### src/rtl/io_input_pkg.sv
// Shared constants and types for the board input MMIO block (switches + buttons).
package io_input_pkg;

    localparam int unsigned NUM_BTN = 4;
    localparam int unsigned NUM_SW  = 32;

    localparam logic [7:0] SW_OFF         = 8'h00;
    localparam logic [7:0] BTN_OFF        = 8'h10;
    localparam logic [7:0] BTN_EDGE_OFF   = 8'h14;
    localparam logic [7:0] BTN_IRQ_EN_OFF = 8'h18;
    localparam logic [7:0] EVT_CNT_OFF    = 8'h1C;

    typedef logic [NUM_BTN-1:0] btn_vec_t;

    function automatic logic [2:0] btn_popcount(input btn_vec_t v);
        logic [2:0] n;
        n = '0;
        for (int unsigned i = 0; i < NUM_BTN; i++) begin
            n = n + 3'(v[i]);
        end
        return n;
    endfunction

endpackage

### src/rtl/io_input_ctrl_if.sv
// LSU-side MMIO port of the input block: address/strobe/data in, hit/read data out.
interface io_input_ctrl_if;

    logic [31:0] i_lsu_addr;
    logic        i_lsu_we;
    logic [31:0] i_lsu_wdata;
    logic        o_hit;
    logic [31:0] o_rdata;

    modport master (
        output i_lsu_addr, i_lsu_we, i_lsu_wdata,
        input  o_hit, o_rdata
    );

    modport slave (
        input  i_lsu_addr, i_lsu_we, i_lsu_wdata,
        output o_hit, o_rdata
    );

endinterface

### src/rtl/io_debounce.sv
// 2-flop synchroniser followed by a tick-sampled three-sample agreement filter.
module io_debounce #(
    parameter int unsigned W       = 1,
    parameter logic        RST_LVL = 1'b0,
    parameter logic        INVERT  = 1'b0
) (
    input  logic         i_clk,
    input  logic         i_rst,
    input  logic         i_tick,
    input  logic [W-1:0] i_raw,
    output logic [W-1:0] o_db,
    output logic [W-1:0] o_rise
);

    logic [W-1:0] r_sync1, r_sync2;
    logic [W-1:0] r_s0, r_s1, r_db;
    logic [W-1:0] w_sync_out, w_agree, w_db_nxt;

    assign w_sync_out = r_sync2 ^ {W{INVERT}};

    // The oldest sample of the window is r_s1 before the shift, so the
    // three-way agreement uses s1, s0 and the incoming sample directly.
    always_comb begin
        w_agree  = '0;
        w_db_nxt = r_db;
        if (i_tick) begin
            w_agree  = ~(r_s1 ^ r_s0) & ~(r_s0 ^ w_sync_out);
            w_db_nxt = (r_db & ~w_agree) | (r_s0 & w_agree);
        end
    end

    always_ff @(posedge i_clk or posedge i_rst) begin
        if (i_rst) begin
            r_sync1 <= {W{RST_LVL}};
            r_sync2 <= {W{RST_LVL}};
            r_s0    <= '0;
            r_s1    <= '0;
            r_db    <= '0;
        end else begin
            r_sync1 <= i_raw;
            r_sync2 <= r_sync1;
            if (i_tick) begin
                r_s1 <= r_s0;
                r_s0 <= w_sync_out;
            end
            r_db <= w_db_nxt;
        end
    end

    assign o_db   = r_db;
    assign o_rise = w_db_nxt & ~r_db;

endmodule

### src/rtl/io_input_ctrl.sv
// MMIO responder for switches and push-buttons: debounced reads, sticky W1C
// press flags, press-event counter and a registered button interrupt.
module io_input_ctrl
    import io_input_pkg::*;
#(
    parameter logic [31:0] BASE_ADDR      = 32'h0000_7800,
    parameter int unsigned DB_TICK        = 50_000,
    parameter bit          BTN_ACTIVE_LOW = 1'b1,
    parameter int unsigned CNT_W          = 16
) (
    input  logic              i_clk,
    input  logic              i_rst,
    input  logic [NUM_SW-1:0] i_io_sw,
    input  btn_vec_t          i_io_btn,
    io_input_ctrl_if.slave    lsu,
    output logic              o_btn_irq
);

    localparam int unsigned PW = $clog2(DB_TICK);

    logic [PW-1:0]     r_presc;
    logic              w_tick;
    logic [NUM_SW-1:0] w_sw_db, w_sw_rise_unused;
    btn_vec_t          w_btn_db, w_btn_rise;
    btn_vec_t          r_edge, r_en;
    logic [CNT_W-1:0]  r_cnt;
    logic              r_irq;
    logic              w_hit, w_wr_edge, w_wr_en;
    logic [7:0]        w_off;
    logic [31:0]       w_rdata;
    btn_vec_t          w_clr;
    logic              w_wdata_unused;

    assign w_tick = (r_presc == PW'(DB_TICK - 1));

    always_ff @(posedge i_clk or posedge i_rst) begin
        if (i_rst) begin
            r_presc <= '0;
        end else if (w_tick) begin
            r_presc <= '0;
        end else begin
            r_presc <= r_presc + 1'b1;
        end
    end

    io_debounce #(.W(NUM_SW), .RST_LVL(1'b0), .INVERT(1'b0)) u_sw_db (
        .i_clk  (i_clk),
        .i_rst  (i_rst),
        .i_tick (w_tick),
        .i_raw  (i_io_sw),
        .o_db   (w_sw_db),
        .o_rise (w_sw_rise_unused)
    );

    io_debounce #(.W(NUM_BTN), .RST_LVL(BTN_ACTIVE_LOW), .INVERT(BTN_ACTIVE_LOW)) u_btn_db (
        .i_clk  (i_clk),
        .i_rst  (i_rst),
        .i_tick (w_tick),
        .i_raw  (i_io_btn),
        .o_db   (w_btn_db),
        .o_rise (w_btn_rise)
    );

    assign w_off          = lsu.i_lsu_addr[7:0];
    assign w_hit          = (lsu.i_lsu_addr[31:8] == BASE_ADDR[31:8]);
    assign w_wr_edge      = lsu.i_lsu_we && w_hit && (w_off == BTN_EDGE_OFF);
    assign w_wr_en        = lsu.i_lsu_we && w_hit && (w_off == BTN_IRQ_EN_OFF);
    assign w_clr          = w_wr_edge ? lsu.i_lsu_wdata[NUM_BTN-1:0] : '0;
    assign w_wdata_unused = ^lsu.i_lsu_wdata[31:NUM_BTN];

    // Set is OR'd in after the clear so a coincident press is never lost.
    always_ff @(posedge i_clk or posedge i_rst) begin
        if (i_rst) begin
            r_edge <= '0;
            r_en   <= '0;
            r_cnt  <= '0;
            r_irq  <= 1'b0;
        end else begin
            r_edge <= (r_edge & ~w_clr) | w_btn_rise;
            if (w_wr_en) begin
                r_en <= lsu.i_lsu_wdata[NUM_BTN-1:0];
            end
            r_cnt <= r_cnt + CNT_W'(btn_popcount(w_btn_rise));
            r_irq <= |(r_edge & r_en);
        end
    end

    always_comb begin
        w_rdata = '0;
        if (w_hit) begin
            case (w_off)
                SW_OFF:         w_rdata = w_sw_db;
                BTN_OFF:        w_rdata = 32'(w_btn_db);
                BTN_EDGE_OFF:   w_rdata = 32'(r_edge);
                BTN_IRQ_EN_OFF: w_rdata = 32'(r_en);
                EVT_CNT_OFF:    w_rdata = 32'(r_cnt);
                default:        w_rdata = '0;
            endcase
        end
    end

    assign lsu.o_hit   = w_hit;
    assign lsu.o_rdata = w_rdata;
    assign o_btn_irq   = r_irq;

endmodule
### src/flat_wrapper.sv
// flat-port wrapper written by rule: the top's interface ports become plain ports
module io_input_ctrl_flat import io_input_pkg::*;
#(
    parameter logic [31:0] BASE_ADDR      = 32'h0000_7800,
    parameter int unsigned DB_TICK        = 50_000,
    parameter bit          BTN_ACTIVE_LOW = 1'b1,
    parameter int unsigned CNT_W          = 16
)
  (i_clk, i_rst, i_io_sw, i_io_btn, o_btn_irq, lsu_i_lsu_addr, lsu_i_lsu_we, lsu_i_lsu_wdata, lsu_o_hit, lsu_o_rdata);
  io_input_ctrl_if lsu_i ();
  input  logic i_clk;
  input  logic i_rst;
  input  logic [NUM_SW-1:0] i_io_sw;
  input  btn_vec_t i_io_btn;
  output logic o_btn_irq;
  input wire logic [$bits(lsu_i.i_lsu_addr)-1:0] lsu_i_lsu_addr;
  input wire logic [$bits(lsu_i.i_lsu_we)-1:0] lsu_i_lsu_we;
  input wire logic [$bits(lsu_i.i_lsu_wdata)-1:0] lsu_i_lsu_wdata;
  output wire logic [$bits(lsu_i.o_hit)-1:0] lsu_o_hit;
  output wire logic [$bits(lsu_i.o_rdata)-1:0] lsu_o_rdata;
  assign lsu_i.i_lsu_addr = lsu_i_lsu_addr;
  assign lsu_i.i_lsu_we = lsu_i_lsu_we;
  assign lsu_i.i_lsu_wdata = lsu_i_lsu_wdata;
  assign lsu_o_hit = lsu_i.o_hit;
  assign lsu_o_rdata = lsu_i.o_rdata;
  io_input_ctrl #(.BASE_ADDR(BASE_ADDR), .DB_TICK(DB_TICK), .BTN_ACTIVE_LOW(BTN_ACTIVE_LOW), .CNT_W(CNT_W)) u_core (.i_clk(i_clk), .i_rst(i_rst), .i_io_sw(i_io_sw), .i_io_btn(i_io_btn), .lsu(lsu_i), .o_btn_irq(o_btn_irq));
endmodule
### config.mk
export PLATFORM = sky130hd
export DESIGN_NAME = io_input_ctrl_flat
export DESIGN_NICKNAME = d
export VERILOG_FILES = /design/src/rtl/io_input_pkg.sv /design/src/rtl/io_input_ctrl_if.sv /design/src/rtl/io_debounce.sv /design/src/rtl/io_input_ctrl.sv /design/src/flat_wrapper.sv
export SDC_FILE = /design/constraint.sdc
export NUM_CORES = 1
export LEC_CHECK = 0
export BUFFER_PORTS_ARGS = -buffer_cell sky130_fd_sc_hd__buf_2
export CAP_MARGIN = 10
export CORE_MARGIN = 3
export CORE_UTILIZATION = 61
export CTS_CLUSTER_DIAMETER = 60
export DETAILED_ROUTE_END_ITERATION = 10
export PLACE_DENSITY = 0.88
export SYNTH_ARGS = -nofsm -noshare
export SYNTH_HDL_FRONTEND = slang
export SYNTH_SLANG_ARGS = --single-unit
export TNS_END_PERCENT = 1
### constraint.sdc
create_clock -name i_clk -period 18.9 [get_ports i_clk]
set_input_delay 3.78 -clock i_clk [delete_from_list [all_inputs] [get_ports i_clk]]
set_output_delay 3.78 -clock i_clk [all_outputs]
set_load 0.1 [all_outputs]
# [Word-level counts from Yosys, hierarchy flattened]
# Index checks and enable logic that the tools add are counted.
# W data, S select, Z words.
[op_classes] n_eq_ne=6 n_bitwise=25 add_sub_neg=5 reduce_logical=5 muxes=5
[op_table] cell="$pmux W32 S5" n=1
[op_table] cell="$and A32 B32 Y32" n=3
[op_table] cell="$not A32 Y32" n=3
[op_table] cell="$xor A32 B32 Y32" n=2
[op_table] cell="$eq A8 B5 Y1 const B" n=4
[op_table] cell="$mux W32" n=1
[op_table] cell="$or A32 B32 Y32" n=1
[op_table] cell="$and A4 B4 Y4" n=6
[op_table] cell="$eq A24 B7 Y1 const B" n=1
[op_table] cell="$not A4 Y4" n=6
[op_table] cell="$add A16 B1 Y16 const B" n=1
[op_table] cell="$add A16 B3 Y16" n=1
[op_table] cell="$eq A16 B16 Y1 const B" n=1
[op_table] cell="$mux W16" n=1
[op_table] cell="$logic_not A8 Y1" n=1
[op_table] cell="$mux W4" n=2
[op_table] cell="$or A4 B4 Y4" n=2
[op_table] cell="$xor A4 B4 Y4" n=2
[op_table] cell="$add A3 B1 Y3" n=2
[op_table] cell="$reduce_or A4 Y1" n=1
[op_table] cell="$logic_and A1 B1 Y1" n=3
[op_table] cell="$add A1 B1 Y2" n=1
[word_totals] in_bits=103 reg_bits=221 elab_cells=61 output_inout_bits=34

# [Depth between registers and ports, before layout]
# Gate-level depths: netlist (run 1).
[logic_depth] ltp_word=13 mapped_depth=14 depth_no_buf=14

# [By module]
# From an unflattened synthesis (run 1), not the netlist that was laid out.
[hier_totals] cells_unflattened=746 hier_area_um2=9476.6
[modules_own_cells] mod="io_debounce at u_core.u_sw_db" seq_area_each_um2=4003.8 cells_each=435 area_per_inst_um2=6247.2 n_inst=1
[modules_own_cells] mod="io_input_ctrl" seq_area_each_um2=1026.0 cells_each=246 area_per_inst_um2=2434.8 n_inst=1
[modules_own_cells] mod="io_debounce at u_core.u_btn_db" seq_area_each_um2=510.5 cells_each=65 area_per_inst_um2=794.5 n_inst=1

# [Worst setup path after synthesis (run 1)]
# Ideal clock, no wire load.
[synth_timing] path_type="input -> output" from="in lsu_i_lsu_addr[0]" to="out lsu_o_rdata[0]" path_stages=5 t_required_ns=15.120 n_path_buf=1 arrival_time_ns=6.859 setup_slack_ns=8.261 path_cell_list="or4_4 -> nor3_1 -> clkbuf_1 -> nand2_1 -> a31oi_1"
[synth_via] elab_chain_cells=3 word_cells_on_any_way=7 classes_between="eq/ne (4); mux (2); reduce/logical (1)"
[synth_rtl] item="from (decl)" line_no="flat_wrapper.sv:16" rtl="input wire logic [$bits(lsu_i.i_lsu_addr)-1:0] lsu_i_lsu_addr;"
[synth_rtl] item="$eq A8 B5 Y1 / $logic_not A8 Y1 (equally long branches)" line_no="io_input_ctrl.sv:91" rtl="case (w_off)"
[synth_rtl] item="$pmux W32 S5 *" line_no="io_input_ctrl.sv:91"
[synth_rtl] item="$mux W32 *" line_no="io_input_ctrl.sv:90" rtl="if (w_hit) begin"
[synth_rtl] item="to (decl)" line_no="flat_wrapper.sv:20" rtl="output wire logic [$bits(lsu_i.o_rdata)-1:0] lsu_o_rdata;"
# Mark *: on every way between the ends. The rest lies on a longest branch, timed or not.

# [Worst setup path after layout (run 1)]
[layout_timing] from="in lsu_i_lsu_addr[0]" to="out lsu_o_rdata[21]"
# The elaborated chain is that of the path after synthesis.

==> summary.md, run 1 <==
| Metric | Value |
|---|---|
| Total die area | between 15000 and 20000 sq um |
| Most frequent cells in the layout | dfrtp_1, nand2_1, buf_2 |
| First-pass GRT wire length | 28600 microns |
| Crit-path max FO | 16 |
| YS warnings | 0 |
| WP data arrival | 6.41 ns |
| Clock skew | between 0.015 and 0.02 ns |
| Syn Area/Cell | around 11 sq um |
| Routability Congestion | roughly 0.8 |
| Final net count | approximately 1000 |
| Final total power | between 0.0009 and 0.001 W |
| CTS max path bufs | 3 |
| Initial drt markers | between 400 and 500 |
| Share of flip-flops with an asynchronous set or reset | 100% |
| Worst EP required | between 15 and 20 ns |
| Share of cells above drive strength 1 | 20.7% |
| Ys flop type | dfrtp_1 |
| #FFs+latches synth | approximately 220 |
| Min Tclk post-route | between 10 and 15 ns |
| Tightest Pin Transition | about 1.1 ns |
| RSZ-0062 raised after global routing | false |
| Status | completed |
| Fin Setup TNS | 0 ns |
| IO Pins | approximately 140 |
| # rows | 43 |
| Syn Nets | approximately 900 |
| Buf/Inv on CP | 2 |
| Tcrit/Tclk final | approximately 54% |
| Die span in y | about 130 microns |
| Clock-pin transition on the worst setup and hold timing paths | ~0.060 ns |
| Via density | 5.63 |
| DP Worst Slack | 8.68 ns |
| Setup bufs post-CTS | 0 |
| Number of global-route vias before repair | 6146 |
| Routed WL | 16900 microns |
| M2 GR Usage | between 30% and 40% |
| # port buffers | between 100 and 150 |
| Total GRT Usage | between 20% and 30% |
| R2R Path Start | u_core.r_presc[5] |
| Busiest grt layer | met2 |
| Detailed-placement wirelength estimate | 10800 microns |
| Setup violations, final | 0 |
| Synthesis-to-layout area growth | 16.9% |
| P per Cell Area | roughly 95 nW/um^2 |
| Critical path class | in -> out |
| Gate Count Post-Synth | 792 |
| Register area share after synthesis | between 60% and 70% |
| Global-route met1 utilization | between 30% and 40% |
| Clk sinks | 221 |
| Final worst slack | 8.71 ns |
| Worst IR Drop VDD | between 0.00007 and 0.00008 V |
| Met3 GRT Util | 3.77% |
| Post-Syn Area | between 8000 and 9000 sq um |
| Largest net degree at the start of global routing | about 120 |
| Initial Utilization | 62.7% |
| # DRC | 0 |
| Worst Setup SP | lsu_i_lsu_addr[0] |
| Max incr delay on CP | roughly 0.9 ns |
| Root buffer cell | clkbuf_16 |
| Drt pass-1 iters | 4 |
| N_diodes | 0 |
| Slowest cell on the critical path | nor4_4 |
| Post-synth EDFFs | 0 |
| Overflow after GRT | 0 |
| Hold_buf cts | 0 |
| Drt wl/cell | about 15 microns |
| Area of the core | 13900 sq um |
| Worst path top cell family by delay | simple AND/OR/NAND/NOR gates |
| TritonCTS Buffers | 22 |
| Slew headroom | 28.2% |
| Antenna violations before repair | 0 |
| Die span in x | around 130 microns |
| Critical Path End Type | output pin |
| MaxCap Viol Count | 0 |
| Maximum clock rate | between 90 and 100 MHz |
| Netlist cell types | between 40 and 50 |
| Skew-Pair Late Insertion Delay | between 0.4 and 0.5 ns |
| Hold Vio Cnt, Final | 0 |
| Startpoint types | input port |
| Max H-tree Level | 1 |
| Via Count | just over 6000 |
| Cell mode on critical path | buf_2 |
| Tightest Hold Check Type | reg -> reg |
| Hold Startpoint | u_core.u_sw_db.r_sync1[0] |
| Post-Place Cells | approximately 1100 |
| CTS tree | built |
| Critical path cell sequence | buf_2 -> or4_4 -> or2_0 -> nor4_4 -> and2_1 -> buf_2 |
| Slew Viols, Final | 0 |
| Non-Filler Instances | around 1100 |
| DRT antenna net count | 0 |
| Commonest non-fill, non-tap cell in the layout | dfrtp_1 |
| Post-cts resize count | 0 |
| Leak | 4.99 nW |
synthesized netlist by cell type, types with 3 or more instances:
cell type | n | area, sq um
dfrtp_1 | 213 | 5330
nand2_1 | 162 | 608
o21ai_0 | 69 | 345
inv_1 | 42 | 158
a31oi_1 | 34 | 213
o31ai_1 | 33 | 248
clkbuf_1 | 25 | 93.8
nor2_1 | 18 | 67.6
a22oi_1 | 17 | 128
and2_1 | 16 | 100
nand4_1 | 12 | 75.1
xor2_1 | 12 | 105
mux2_2 | 11 | 124
nor3_1 | 11 | 55.1
xnor2_1 | 11 | 96.3
nor2_2 | 9 | 56.3
a21oi_1 | 8 | 40.0
dfstp_2 | 8 | 210
nand3_1 | 7 | 35.0
ha_1 | 6 | 75.1
mux2i_1 | 6 | 60.1
buf_1 | 5 | 18.8
nor4_1 | 5 | 31.3
or3_1 | 5 | 31.3
nand2b_1 | 4 | 25.0
o41ai_1 | 4 | 35.0
a22o_1 | 3 | 26.3
a31o_2 | 3 | 26.3
and3_1 | 3 | 18.8
nand3b_1 | 3 | 22.5
nor2b_1 | 3 | 18.8
nor4b_1 | 3 | 26.3
nor4bb_1 | 3 | 30.0
worst register-to-register path, cell delays in order (launching register included):
cell and delay [ns]:
dfrtp_1 0.42, nor4b_1 0.40, nand4_1 0.24, buf_4 0.29, nor4_1 0.36, ha_1 0.20, inv_1 0.05, fa_1 0.39
inv_1 0.06, ha_1 0.25, ha_1 0.29, a21o_1 0.16, a21oi_1 0.51, nor3_1 0.16, xor2_1 0.18
metal layers:
metal / wire length, microns / up-vias
met4: 250 / 0
li1: - / 2942
met3: 1000 / 21
met2: 8320 / 180
met5: 0 / -
met1: 7350 / 3009
stage by stage:
stage	util [%]	hold WS, ns	cell area (sq um)
after global routing	73.3	0.349	10200
after detailed placement	67.6	0.335	9420
after global placement	67.6	0.331	9420
after CTS	73.3	0.341	10200
final	73.3	0.333	10200
after floorplan	-	0.331	8730
where the power goes:
| part | total (W) | switching (W) | internal [W] |
|---|---|---|---|
| Sequential | 0.000484 | 0.00000256 | 0.000482 |
| Clock | 0.000463 | 0.000170 | 0.000293 |
| Combinational | 0.0000220 | 0.0000147 | 0.00000732 |
final timing paths:
| path | to | slack [ns] | depth (start not counted) |
|---|---|---|---|
| setup reg to reg | u_core.r_cnt[15] | 14.82 | 14 |
| hold reg to reg | u_core.u_sw_db.r_sync2[0] | 0.33 | 0 |
| setup / recovery | lsu_o_rdata[21] | 8.71 | 6 |
| max in group asynchronous | u_core.u_sw_db.r_s0[13] | 13.63 | 4 |
| hold / removal | u_core.u_sw_db.r_sync2[0] | 0.33 | 0 |
| min in group asynchronous | u_core.u_sw_db.r_sync1[27] | 3.42 | 2 |
cell families after synthesis:
group	synth area share (%)
adder cells (fa/ha/maj)	1.32
AND/OR/NAND/NOR	15.0
XOR/XNOR	2.31
AO/OA/AOI/OAI	12.2
multiplexers	2.11
buffers and inverters	3.58
flip-flops	63.4
area by class of cell:
type	instances	area (sq um)
multi-input combinational	496	2890
fill	922	3730
tap	180	225
clock buffer	33	693
clock inverter	5	100
sequential	221	5540
inverter	42	165
timing repair buffer	115	593
Note: power is estimated with default switching activity, not from simulation.
==> inputs of run 2 (changes only) <==
- CORE_UTILIZATION: 61 -> 56
- PLACE_DENSITY: 0.88 -> 0.82
- clock period: 18.9 -> 9.6 ns (I/O delays scaled with it)
==> summary.md, run 2 (synthesis results as in run 1) <==
| Metric | Value |
|---|---|
| DRT antenna net count | 0 (unchanged) |
| Initial drt markers | 383 (-9.7%) |
| P per Cell Area | 182 nW/um^2 (+92%) |
| Skew-Pair Late Insertion Delay | 0.52 ns (+0.03 ns) |
| Max incr delay on CP | 0.70 ns (-0.19 ns) |
| Number of global-route vias before repair | 5650 (-8.1%) |
| Commonest non-fill, non-tap cell in the layout | dfrtp_1 |
| Via density | 5.42 (-3.8%) |
| Hold Vio Cnt, Final | 0 (unchanged) |
| Routability Congestion | 0.820 (+2.3%) |
| Clock-pin transition on the worst setup and hold timing paths | 0.06 ns (about the same) |
| Tightest Hold Check Type | reg -> reg |
| Non-Filler Instances | 1127 (+3.2%) |
| Die span in y | 131 microns (+4.2%) |
| Slew headroom | 30.4% (+2.1 points) |
| Clk sinks | 221 (unchanged) |
| Critical path class | in -> out |
| Drt wl/cell | 14.8 microns (-4.8%) |
| Status | completed |
| Crit-path max FO | 16 (unchanged) |
| Total GRT Usage | 19.3% (-2.3 points) |
| CTS max path bufs | 3 (unchanged) |
| Most frequent cells in the layout | dfrtp_1, nand2_1, buf_2 |
| TritonCTS Buffers | 23 (+4.5%) |
| Tcrit/Tclk final | 65.2% |
| Final total power | 0.00186 W (+92%) |
| Total die area | 17100 sq um (+8.5%) |
| Setup bufs post-CTS | 0 (unchanged) |
| Worst IR Drop VDD | 0.000162 V (+120%) |
| Min Tclk post-route | about 6.3 ns |
| Post-Place Cells | 1085 (+2.9%) |
| CTS tree | built |
| Fin Setup TNS | 0 ns (unchanged) |
| IO Pins | 137 (unchanged) |
| Setup violations, final | 0 (unchanged) |
| First-pass GRT wire length | 26700 microns (-6.7%) |
| # port buffers | 108 (unchanged) |
| Slowest cell on the critical path | or4_4 |
| Overflow after GRT | 0 (unchanged) |
| Initial Utilization | 57.2% (-5.4 points) |
| Drt pass-1 iters | 5 (+1) |
| Post-cts resize count | 0 (unchanged) |
| # rows | 45 (+4.7%) |
| Detailed-placement wirelength estimate | 10500 microns (-3.1%) |
| Startpoint types | input port |
| Maximum clock rate | 160 MHz |
| FF-to-FF path depth | 14 (unchanged) |
| # DRC | 0 (unchanged) |
| Critical Path End Type | output pin |
| Critical path cell sequence | buf_2 -> or4_4 -> or2_0 -> or4_4 -> a31oi_1 -> buf_2 |
| MaxCap Viol Count | 0 (unchanged) |
| Hold_buf cts | 0 (unchanged) |
| Worst EP required | 7.68 ns (-7.44 ns) |
| N_diodes | 0 (unchanged) |
| Clock skew | 0.0178 ns (+0.00114 ns) |
| Largest net degree at the start of global routing | 142 (+20%) |
| Share of cells above drive strength 1 | 20.7% (about the same) |
| WP data arrival | 4.34 ns (-2.07 ns) |
| Area of the core | 15300 sq um (+9.5%) |
| RSZ-0062 raised after global routing | false |
| Hold path depth | 0 (unchanged) |
| Antenna violations before repair | 0 (unchanged) |
| Final net count | 1010 (+0.099%) |
| Root buffer cell | clkbuf_16 |
| Synthesis-to-layout area growth | 16.7% |
| Die span in x | 131 microns (+4.2%) |
| Max H-tree Level | 1 (unchanged) |
| Via Count | 6106 (-0.75%) |
| Slew Viols, Final | 0 (unchanged) |
| Routed WL | 16600 microns (-1.7%) |
| Leak | 4.96 nW (-0.60%) |
| Tightest Pin Transition | 1.04 ns (-0.0322 ns) |
run 2: cell count changes in the layout (fill, tap and decap cells not counted), sizes merged:
cell	previous run	this run
inv	42	44
bufinv	3	1
clkinv	2	6
run 2: power by group:
| part | total, W | switching, W | internal, W | leakage [nW] |
|---|---|---|---|---|
| sequential | 0.000953 | 0.00000492 | 0.000948 | 2.89 |
| clock | 0.000865 | 0.000353 | 0.000511 | 0.377 |
| combinational | 0.0000429 | 0.0000288 | 0.0000141 | 1.70 |
run 2: worst paths after layout:
| path | startpoint | endpoint | slack (ns) |
|---|---|---|---|
| worst max-delay path | lsu_i_lsu_addr[0] | lsu_o_rdata[0] | 3.34 |
| worst min-delay path | u_core.u_sw_db.r_sync1[12] | u_core.u_sw_db.r_sync2[12] | 0.34 |
| worst max register to register | u_core.r_presc[5] | u_core.r_cnt[15] | 5.32 |
| worst min register to register | u_core.u_sw_db.r_sync1[12] | u_core.u_sw_db.r_sync2[12] | 0.34 |
| max in group asynchronous | i_rst | asynchronous set/reset pin | 6.38 |
| min in group asynchronous | i_rst | asynchronous set/reset pin | 1.59 |
run 2: critical path, delay by kind of cell:
kind | cells | cell delay, ns
compound gates | 1 | 0.22
buf+inv | 2 | 0.56
simple gates | 3 | 1.63
run 2: metal layers:
metal / GRT usage, % / part of all wire [%]
met1: 26.9 / 46
met4: 6.11 / 2.7
met5: 0 / 0
met2: 31.6 / 47
met3: 3.33 / 5.1
run 2: cell type report:
cell class / count / area [sq um]
Multi-Input combinational cell: 496 / 2880
Clock buffer: 33 / 663
Sequential cell: 221 / 5540
Fill cell: 1153 / 5060
Timing Repair Buffer: 115 / 593
Tap cell: 211 / 264
Inverter: 42 / 165
Clock inverter: 9 / 88.8
run 2: stage by stage:
stage                     utilization (%)  instance area, sq um  setup slack (ns)  hold WS, ns
after global routing                 66.8                 10200              3.26        0.350
after detailed placement             61.9                  9450              3.35        0.335
after CTS                            66.8                 10200              3.35        0.348
final                                66.8                 10200              3.34        0.343
after global placement               61.9                  9450              3.36        0.332
after floorplan                         -                  8730              1.64        0.331
==> inputs of run 3 (changes only) <==
- clock period: 9.6 -> 5.8 ns (I/O delays scaled with it)
==> summary.md, run 3 (synthesis results as in run 1) <==
| Metric | Value |
|---|---|
| Worst path top cell family by delay | simple AND/OR/NAND/NOR gates |
| Root buffer cell | clkbuf_16 |
| Clock-pin transition on the worst setup and hold timing paths | 0.06 ns (about the same) |
| R2R Path Start | u_core.r_presc[5] |
| Post-cts resize count | 0 (unchanged) |
| Buf/Inv on CP | 2 (unchanged) |
| Maximum clock rate | about 210 MHz |
| Critical Path End Type | output pin |
| Tightest Pin Transition | 1.10 ns (+0.0558 ns) |
| FF-to-FF End | u_core.r_cnt[15] |
| Commonest non-fill, non-tap cell in the layout | dfrtp_1 |
| Total GRT Usage | 20.1% (+0.74 points) |
| Hold Vio Cnt, Final | 0 (unchanged) |
| Hold path endpoint | u_core.u_sw_db.r_sync2[17] |
| WP data arrival | 3.64 ns (-0.70 ns) |
| Startpoint types | input port |
| Worst IR Drop VDD | 0.000267 V (+65%) |
| Fin Setup TNS | 0 ns (unchanged) |
| Placed Area | 9470 sq um (+0.26%) |
| First-pass GRT wire length | 28000 microns (+4.7%) |
| FF-to-FF path depth | 11 (-3) |
| Routed WL | 16800 microns (+1.1%) |
| Share of cells above drive strength 1 | 20.8% (+0.045 points) |
| Initial Utilization | 57.2% (unchanged) |
| Critical path cell sequence | buf_2 -> or4_4 -> or2_0 -> or4_4 -> a31oi_1 -> buf_2 |
| # port buffers | 108 (unchanged) |
| Worst Setup SP | lsu_i_lsu_addr[0] |
| Skew-Pair Late Insertion Delay | 0.49 ns (-0.03 ns) |
| Drt wl/cell | 14.9 microns (+1.3%) |
| P per Cell Area | 306 nW/um^2 (+68%) |
| N_diodes | 0 (unchanged) |
| Drt pass-1 iters | 5 (unchanged) |
| Hold path depth | 0 (unchanged) |
| Routability Congestion | 0.800 (-2.4%) |
| Area of the core | 15300 sq um (unchanged) |
| Critical path class | in -> out |
| Hold Startpoint | u_core.u_sw_db.r_sync1[17] |
| MaxCap Viol Count | 0 (unchanged) |
| Leak | 4.99 nW (+0.58%) |
| IO Pins | 137 (unchanged) |
| # DRC | 0 (unchanged) |
| Initial drt markers | 453 (+18%) |
| Die span in y | 131 microns (unchanged) |
| Largest net degree at the start of global routing | 172 (+21%) |
| Crit-path max FO | 16 (unchanged) |
| Setup violations, final | 0 (unchanged) |
| Synthesis-to-layout area growth | 17.3% |
| Slowest cell on the critical path | or4_4 |
| Clock skew | 0.00683 ns (-0.0109 ns) |
| Max incr delay on CP | 0.72 ns (+0.02 ns) |
| Number of global-route vias before repair | 5878 (+4.0%) |
| Worst EP required | 4.64 ns (-3.04 ns) |
| Clk sinks | 221 (unchanged) |
| Die span in x | 131 microns (unchanged) |
| # rows | 45 (unchanged) |
| DRT antenna net count | 0 (unchanged) |
| CTS max path bufs | 3 (unchanged) |
| Via Count | 6177 (+1.2%) |
| Antenna violations before repair | 0 (unchanged) |
| Max H-tree Level | 1 (unchanged) |
| R2R Setup Slk | 1.67 ns (-3.65 ns) |
| Min Tclk post-route | roughly 4.8 ns |
| Setup bufs post-CTS | 0 (unchanged) |
| Slew headroom | 26.6% (-3.7 points) |
| Total die area | 17100 sq um (unchanged) |
| Tcrit/Tclk final | between 80% and 90% |
| Fin area | 10200 sq um (+0.51%) |
| # fillers | 1147 (-0.52%) |
| Via density | 5.49 (+1.3%) |
| Most frequent cells in the layout | dfrtp_1, nand2_1, buf_2 |
| Detailed-placement wirelength estimate | 10500 microns (+0.85%) |
| RSZ-0062 raised after global routing | false |
| TritonCTS Buffers | 23 (unchanged) |
| Status | completed |
| Tightest Hold Check Type | reg -> reg |
| Final net count | 1011 (+0.099%) |
| Hold_buf cts | 0 (unchanged) |
| Overflow after GRT | 0 (unchanged) |
| CTS tree | built |
| Slew Viols, Final | 0 (unchanged) |
-- run 3: changes by cell type in the layout (fill, tap and decap cells not counted), sizes merged --
cell      previous run  this run
clkinvlp             0         1
clkinv               6         4
clkbuf              33        32
inv                 44        41
buf                115       116
bufinv               1         3
-- run 3: layout make-up --
type,count,area (sq um),share of cell area [%]
Clock buffer,32,669,6.53
Clock inverter,7,110,1.07
Inverter,42,161,1.57
Multi-Input combinational cell,496,2890,28.2
Sequential cell,221,5540,54.1
Tap cell,211,264,2.58
Timing Repair Buffer,116,613,5.98
-- run 3: where the power goes --
group          internal, W  total [W]  switching [W]  leakage [nW]
Sequential         0.00157    0.00158     0.00000794          2.89
Combinational    0.0000247  0.0000724      0.0000477          1.71
Clock             0.000932    0.00149       0.000558         0.388
-- run 3: metal layers --
metal / vias to the layer above / share of wire, % / GRT usage (%)
li1: 2945 / - / -
met1: 3005 / 45 / 29.1
met2: 201 / 48 / 32.3
met3: 26 / 5.8 / 2.97
met4: 0 / 1.7 / 5.32
met5: - / 0 / 0
-- run 3: how the worst max path moves through the flow --
stage	endpoint	cells after the start
CTS	lsu_o_rdata[0]	6
finish	lsu_o_rdata[0]	6
detailed placement	lsu_o_rdata[0]	6
global placement	lsu_o_rdata[0]	6
floorplan	lsu_o_rdata[0]	5
global route	lsu_o_rdata[0]	6
-- run 3: through the flow --
step	utilization (%)	power (W)	std cells	hold WS (ns)	setup WS [ns]
CTS	67.2	0.00318	1125	0.348	1.02
global placement	62.1	0.00168	1086	0.332	1.03
global route	67.2	0.00326	1125	0.354	0.946
detailed placement	62.1	0.00168	1086	0.335	1.02
finish	67.2	0.00314	1125	0.346	1.00
floorplan	-	0.00164	792	0.331	0.401
-- run 3: worst register-to-register path, cell delays in order, from the launching register on --
cell     delay, ns
dfrtp_1       0.42
nor4b_1       0.38
nand4_1       0.47
or4_1         0.68
fa_1          0.43
inv_1         0.07
ha_1          0.25
ha_1          0.28
a21o_1        0.16
a21oi_1       0.50
nor3_1        0.17
xor2_1        0.18
